File: config.mk
export PLATFORM = sky130hd
export DESIGN_NAME = bias_layer_sched
export DESIGN_NICKNAME = d
export VERILOG_FILES = /design/src/rtl/bias_layer_sched.sv
export SDC_FILE = /design/constraint.sdc
export NUM_CORES = 1
export LEC_CHECK = 0
export ABC_AREA = 1
export CAP_MARGIN = 20
export CORE_AREA = 8 8 96 120
export DETAILED_ROUTE_END_ITERATION = 8
export DIE_AREA = 0 0 104 128
export PLACE_DENSITY = 0.74
export SETUP_SLACK_MARGIN = 0.05
export SKIP_CTS_REPAIR_TIMING = 1
export SLEW_MARGIN = 5
export SYNTH_ARGS = -nofsm -noshare
export SYNTH_HDL_FRONTEND = slang
export SYNTH_SLANG_ARGS = --single-unit
File: constraint.sdc
create_clock -name clk -period 1.3 [get_ports clk]
set_clock_uncertainty 0.15 [all_clocks]
set_input_delay 0.13 -clock clk [delete_from_list [all_inputs] [get_ports clk]]
set_output_delay 0.13 -clock clk [all_outputs]
set_load 0.01 [all_outputs]
File: src/rtl/bias_layer_sched.sv
// bias_layer_sched: time-shares one bias unit across the neurons of a layer.
// Each pre-activation is paired with its neuron's bias from a loadable table.
module bias_layer_sched #(
  parameter int DATA_W   = 8,
  parameter int N_NEURON = 8,
  parameter int IDX_W    = 3,
  parameter int TIMEOUT  = 15
) (
  input  logic              clk,
  input  logic              rst_n,
  input  logic              cfg_we,
  input  logic [IDX_W-1:0]  cfg_addr,
  input  logic [DATA_W-1:0] cfg_data,
  input  logic              in_valid,
  output logic              in_ready,
  input  logic [DATA_W-1:0] in_data,
  input  logic              in_last,
  output logic              out_valid,
  input  logic              out_ready,
  output logic [DATA_W-1:0] out_data,
  output logic [IDX_W-1:0]  out_idx,
  output logic              out_last,
  output logic [DATA_W-1:0] bu_in,
  output logic [DATA_W-1:0] bu_bias,
  output logic              bu_enable,
  input  logic              bu_ready,
  input  logic [DATA_W-1:0] bu_out,
  output logic              busy,
  output logic              timeout_err
);

  localparam int CNT_W = (TIMEOUT > 1) ? $clog2(TIMEOUT) : 1;
  localparam logic [IDX_W-1:0] LAST_IDX = IDX_W'(N_NEURON - 1);
  localparam logic [CNT_W-1:0] CNT_LAST = CNT_W'(TIMEOUT - 1);

  typedef enum logic [1:0] {
    S_IDLE,
    S_ISSUE,
    S_WAIT,
    S_OUT
  } state_t;

  state_t state, state_nxt;

  logic [DATA_W-1:0] bias_tab [N_NEURON];
  logic [IDX_W-1:0]  idx;
  logic              last_q;
  logic [CNT_W-1:0]  wait_cnt;

  logic accept;
  logic bu_hit;
  logic wait_expired;
  logic advance;
  logic frame_end;

  assign accept       = (state == S_IDLE) && in_valid;
  assign bu_hit       = (state == S_WAIT) && bu_ready;
  assign wait_expired = (state == S_WAIT) && !bu_ready && (wait_cnt == CNT_LAST);
  assign advance      = ((state == S_OUT) && out_ready) || wait_expired;
  assign frame_end    = (idx == LAST_IDX) || last_q;

  assign out_idx  = idx;
  assign out_last = frame_end;

  // Bias table: writable in any state; the read at accept sees the pre-edge value.
  always_ff @(posedge clk or negedge rst_n) begin
    if (!rst_n) begin
      for (int i = 0; i < N_NEURON; i++) begin
        bias_tab[i] <= '0;
      end
    end else if (cfg_we) begin
      bias_tab[cfg_addr] <= cfg_data;
    end
  end

  always_ff @(posedge clk or negedge rst_n) begin
    if (!rst_n) begin
      state <= S_IDLE;
    end else begin
      state <= state_nxt;
    end
  end

  // bu_ready is only honoured in WAIT, so a stale answer during ISSUE is dropped.
  always_comb begin
    state_nxt = state;
    in_ready  = 1'b0;
    bu_enable = 1'b0;
    out_valid = 1'b0;
    busy      = 1'b1;
    case (state)
      S_IDLE: begin
        in_ready = 1'b1;
        busy     = 1'b0;
        if (in_valid) begin
          state_nxt = S_ISSUE;
        end
      end
      S_ISSUE: begin
        bu_enable = 1'b1;
        state_nxt = S_WAIT;
      end
      S_WAIT: begin
        if (bu_ready) begin
          state_nxt = S_OUT;
        end else if (wait_cnt == CNT_LAST) begin
          state_nxt = S_IDLE;
        end
      end
      S_OUT: begin
        out_valid = 1'b1;
        if (out_ready) begin
          state_nxt = S_IDLE;
        end
      end
      default: state_nxt = S_IDLE;
    endcase
  end

  // Stage boundary: operands captured at accept, result captured from the bias unit.
  always_ff @(posedge clk or negedge rst_n) begin
    if (!rst_n) begin
      bu_in       <= '0;
      bu_bias     <= '0;
      last_q      <= 1'b0;
      out_data    <= '0;
      idx         <= '0;
      wait_cnt    <= '0;
      timeout_err <= 1'b0;
    end else begin
      if (accept) begin
        bu_in   <= in_data;
        bu_bias <= bias_tab[idx];
        last_q  <= in_last;
      end
      if (state == S_ISSUE) begin
        wait_cnt <= '0;
      end else if ((state == S_WAIT) && !bu_ready) begin
        wait_cnt <= wait_cnt + 1'b1;
      end
      if (bu_hit) begin
        out_data <= bu_out;
      end
      if (wait_expired) begin
        timeout_err <= 1'b1;
      end
      // A dropped sample still consumes its neuron slot.
      if (advance) begin
        idx    <= frame_end ? '0 : idx + 1'b1;
        last_q <= 1'b0;
      end
    end
  end

endmodule

# Word-level counts from Yosys, hierarchy flattened
# Cells that the tools add are included.
# Widths: inputs -> output; s select.
totals:
  regBits: 99
  output_inout_bits: 33
  wordCells: 64
op_classes:
  n_addsub: 2
  magnitude_cmp: 3
  n_eq_ne: 8
  muxes: 20
  n_bitwise: 2
  reduce_logical: 13
ops:
  columns: ["op", "n"]
  rows:
  - ["$bwmux 64", 1]
  - ["$bmux 8 s3", 1]
  - ["$demux 8 s3", 1]
  - ["$mux 8", 3]
  - ["$ge 4x4->1 const B", 2]
  - ["$mux 2", 4]
  - ["$mux 4", 2]
  - ["$not 3->4", 2]
  - ["$pmux 2 s4", 1]
  - ["$logic_and 1x1->1", 6]
  - ["$mux 1", 6]
  - ["$add 4x1->4 const B", 1]
  - ["$eq 2x2->1 const B", 2]
  - ["$eq 4x4->1 const B", 1]
  - ["$lt 4x1->1 const B", 1]
  - ["$ne 2x2->1 const B", 2]
  - ["$reduce_bool 2->1", 2]
  - ["$add 3x1->3 const B", 1]
  - ["$eq 3x3->1 const B", 1]
  - ["$mux 3", 1]
  - ["$ne 3x2->1 const B", 1]
  - ["$reduce_and 3->1", 1]
  - ["$eq 2x1->1 const B", 1]
  - ["$logic_not 2->1", 1]
  - ["other kinds (2)", 3]

# Longest topological paths before layout
# Gate-level depths: netlist of the first run.
logic_depth:
  depth_word: 6
  ltp_mapped: 9
  ltp_nobuf: 7

# Worst setup path after synthesis of the first run
# No wires, ideal clock.
synth_path:
  path_type: "reg-to-reg"
  from: "reg idx[1] (netlist: out_idx[1])"
  to: "reg bu_bias[6]"
  setup_time_ns: 0.117
  arrival_ns: 1.145
  t_required_ns: 1.033
  path_slack_ns: -0.112
  stages_incl_launch_ff: 8
  path_buffers: 2
  period_less_slack_ns: 1.412
  path_cell_list: "dfrtp_1 buf_4 clkinv_1 buf_2 nand3_1 nand3_1 nand3_1 nand2_1"
synth_between:
  elab_chain_len: 4
synth_lines:
  columns: ["item", "line_no", "text"]
  rows:
  - ["from (decl)", "46", "logic [IDX_W-1:0] idx;"]
  - ["from (signal assigned)", "149", "idx <= frame_end ? '0 : idx + 1'b1;"]
  - ["$not 3->4 (not written as such)", "133", "bu_bias <= bias_tab[idx];"]
  - ["$bmux 8 s3", "133", null]
  - ["$mux 8 (not written as such) (2 in a row)", "133", null]
  - ["to (signal assigned)", "133", null]
  - ["to (decl)", "24", "output logic [DATA_W-1:0] bu_bias,"]
# No other way between the ends. The select of a mux whose other input is x is not followed.
# A chain may end at the register's enable or synchronous reset.

# Final worst setup path of the first run
layout_path:
  from: "reg idx[0] (netlist: out_idx[0])"
  to: "out out_last"
layout_between:
  elab_chain_len: 2
layout_lines:
  columns: ["item", "line_no", "text"]
  rows:
  - ["$eq 3x3->1", "60", "assign frame_end = (idx == LAST_IDX) || last_q;"]
  - ["$logic_or 1x1->1", "60", null]
  - ["to (decl)", "22", "output logic out_last,"]
# No other way between the ends.

==> qor.yml, run 1 <==
status: "complete, but fails checks"
violations: "setup timing"
fin_setup_tns_ps: -6560
hpwl_um: 8100
total_power_mw: 13.2
syn-cell-area_um2: 4570
setup_viol: 34
synth_most_common_cell: "nand2_1"
cts-root-buf: "clkbuf_16"
pre_cts_slack_ps: -396
start_kind: "register"
port_buffers: 66
slew_headroom_pct: 76.3
synth_compound_area_share_pct: 8.73
maxSlewViolCount: 0
ir_worst_vdd_mv: 1.16
fin_cells: 797
rsz0062_at_grt: "true"
numCtsBuffers: 9
grt_pass1_vias: 4017
grt_pass1_wl_um: 19100
postSynthCellCount: 554
synth_nets: 592
gr-total-overflow: 0
avgSynthCellArea_um2: 8.26
die_w_um: 104
r2r-start: "state[1]"
synthTopCellsByArea: "dfrtp_1 (54%), nand2_1 (16%), o21ai_0 (7.7%)"
crit_type: "register to output pin"
p_leak_nw: 3.49
drc: 0
postPlaceCellArea_um2: 5610
period_needed_ps: 1780
end_kind: "output pin"
clk_pin_slew_ps: 70
max_freq_mhz: 562
start_util_pct: 46.9
synth_xor_area_share_pct: 0.191
antenna_found_initial: 0
synthToLayoutAreaGrowth_pct: 42.9
worstPathRequired_ps: 1020
drtIter0Drc: 291
synthSimpleGateAreaFrac_pct: 24.9
crit-reg2reg-capture: "last_q"
clkLatencyLatePin_ps: 350
synth_seq_area_share_pct: 54.2
cts_tree: "yes"
place_inst: 761
num_vias: 4116
die_area_um2: 13300
synth-edff-count: 0
hold_viol: 0
ff2ff_setup_slack_ps: -290
layout_setup_ws_ps: -478
cts_buffer_depth: 2
tightestPinTransition_ps: 356
synth_mux_area_share_pct: 1.97
min-delay-path-class: "input pin to async pin"
synthTopCellsByCount: "nand2_1 (199), dfrtp_1 (99), o21ai_0 (70)"
track_usage_pct: 17.5
drt_wl_total_um: 13000
powerDensity_nw_per_um2: 2020
wl_per_cell_um: 16.3
final_area_um2: 6540
core_um2: 9750
synth_top_family_by_area: "simple AND/OR/NAND/NOR gates"
r2r.worst_path.cells: 7
cts.sinks: 99
nets: 701
fillers: 707
postRouteAntennaNets: 0
synth_top_cell_area_share_pct: 54.2
synth_cell_types: 24
yosys_warnings: 0
cp-startpoint: "out_idx[0]"
async_flop_share_pct: 100
arrival_ps: 1500
rows: 41
synthFlopType: "dfrtp_1"
n_antenna_cell: 0
synth_top_cell_by_area: "dfrtp_1"
fp.dieH_um: 128
crit_end: "out_last"
cp_max_fo: 2
maxCapViolations: 0
htree_levels: 3
num_io_pins: 67
synth-seq-cells: 99
gp_congestion: 0.784
grt_max_degree: 35
drt-pass1-iter-count: 5
drive_gt1_share_pct: 22.3
synth-adder-area-share_pct: 1.09
via_per_inst: 5.16
fin_crit_sh_pct: 137
-- metal layers --
| metal | part of all wire [%] | global-route usage (%) | routed length [um] | vias up |
|---|---|---|---|---|
| met5 | 0 | 0 | 0 | - |
| met4 | 2.2 | 6.32 | 290 | 0 |
| met3 | 5.3 | 5.33 | 694 | 25 |
| met2 | 52 | 29.2 | 6750 | 160 |
| met1 | 40 | 21.0 | 5240 | 1962 |
| li1 | - | - | - | 1969 |
-- placed cells by master, fill, tap and decap left out, types with 11 or more instances in the layout --
cell type        synthesis  final
nand2_1                199    178
dfrtp_1                 99     97
o21ai_0                 70     63
inv_1                   68     62
nand3_1                 58     47
buf_4                    2     30
dlymetal6s2s_1           0     29
clkdlybuf4s50_1          0     28
nand2_2                  0     16
buf_6                    3     16
clkbuf_16                0     11
-- worst min-delay path by stage --
stage / from / endpoint
after floorplan: rst_n / bias_tab[0]
after global placement: rst_n / bias_tab[19]
after detailed placement: rst_n / bias_tab[19]
final: rst_n / bias_tab[24]
after CTS: rst_n / wait_cnt[2]
after global routing: rst_n / bias_tab[24]
-- where the power goes --
group          internal (mW)  switching [mW]  leakage (nW)  total (mW)
Sequential              3.94           0.566          1.24        4.51
Clock                   1.54            1.14         0.148        2.69
Combinational           2.86            3.16          2.11        6.01
-- area by class of cell --
cell class	instances	area (um2)	share of cell area, %
repair buffers	116	1310	20.0
clock buffers	10	239	3.65
inverters	74	315	4.82
well taps	129	161	2.47
multi-input cells	361	1950	29.9
clock inverters	6	65.1	0.995
repair inverters	2	17.5	0.268
flip-flops and latches	99	2480	37.9
-- per-stage QoR --
step	util, %	hold slack (ps)
CTS	60.7	-450
global placement	57.5	-84.5
detailed placement	57.5	-81.3
floorplan	-	-316
finish	67.1	87.9
global route	67.1	108
-- worst max-delay path, cell delays in order, from the launching register on --
cell     delay (ps)
dfrtp_1         420
ha_2            220
ha_4            160
or2_4           230
buf_6           120
-- state kept, by name (all words and copies together), names as in the netlist --
name	cells
state	2
bu_in	8
out_idx	3
bias_tab	64
bu_bias	8
wait_cnt	4
last_q	1
out_data	8
timeout_err	1
-- logic make-up after synthesis --
kind of cell,Yosys count
simple gates,270
buf+inv,95
fa+ha+maj,4
mux,8
compound gates,77
xor+xnor,1
flops,99
Power figures use the tool's default switching activity.
==> run 2, diff against run 1 <==
Settings changed: TNS_END_PERCENT set to 100.
==> results of run 2 <==
Final layout, timing and power as in run 1 (identical DEF).
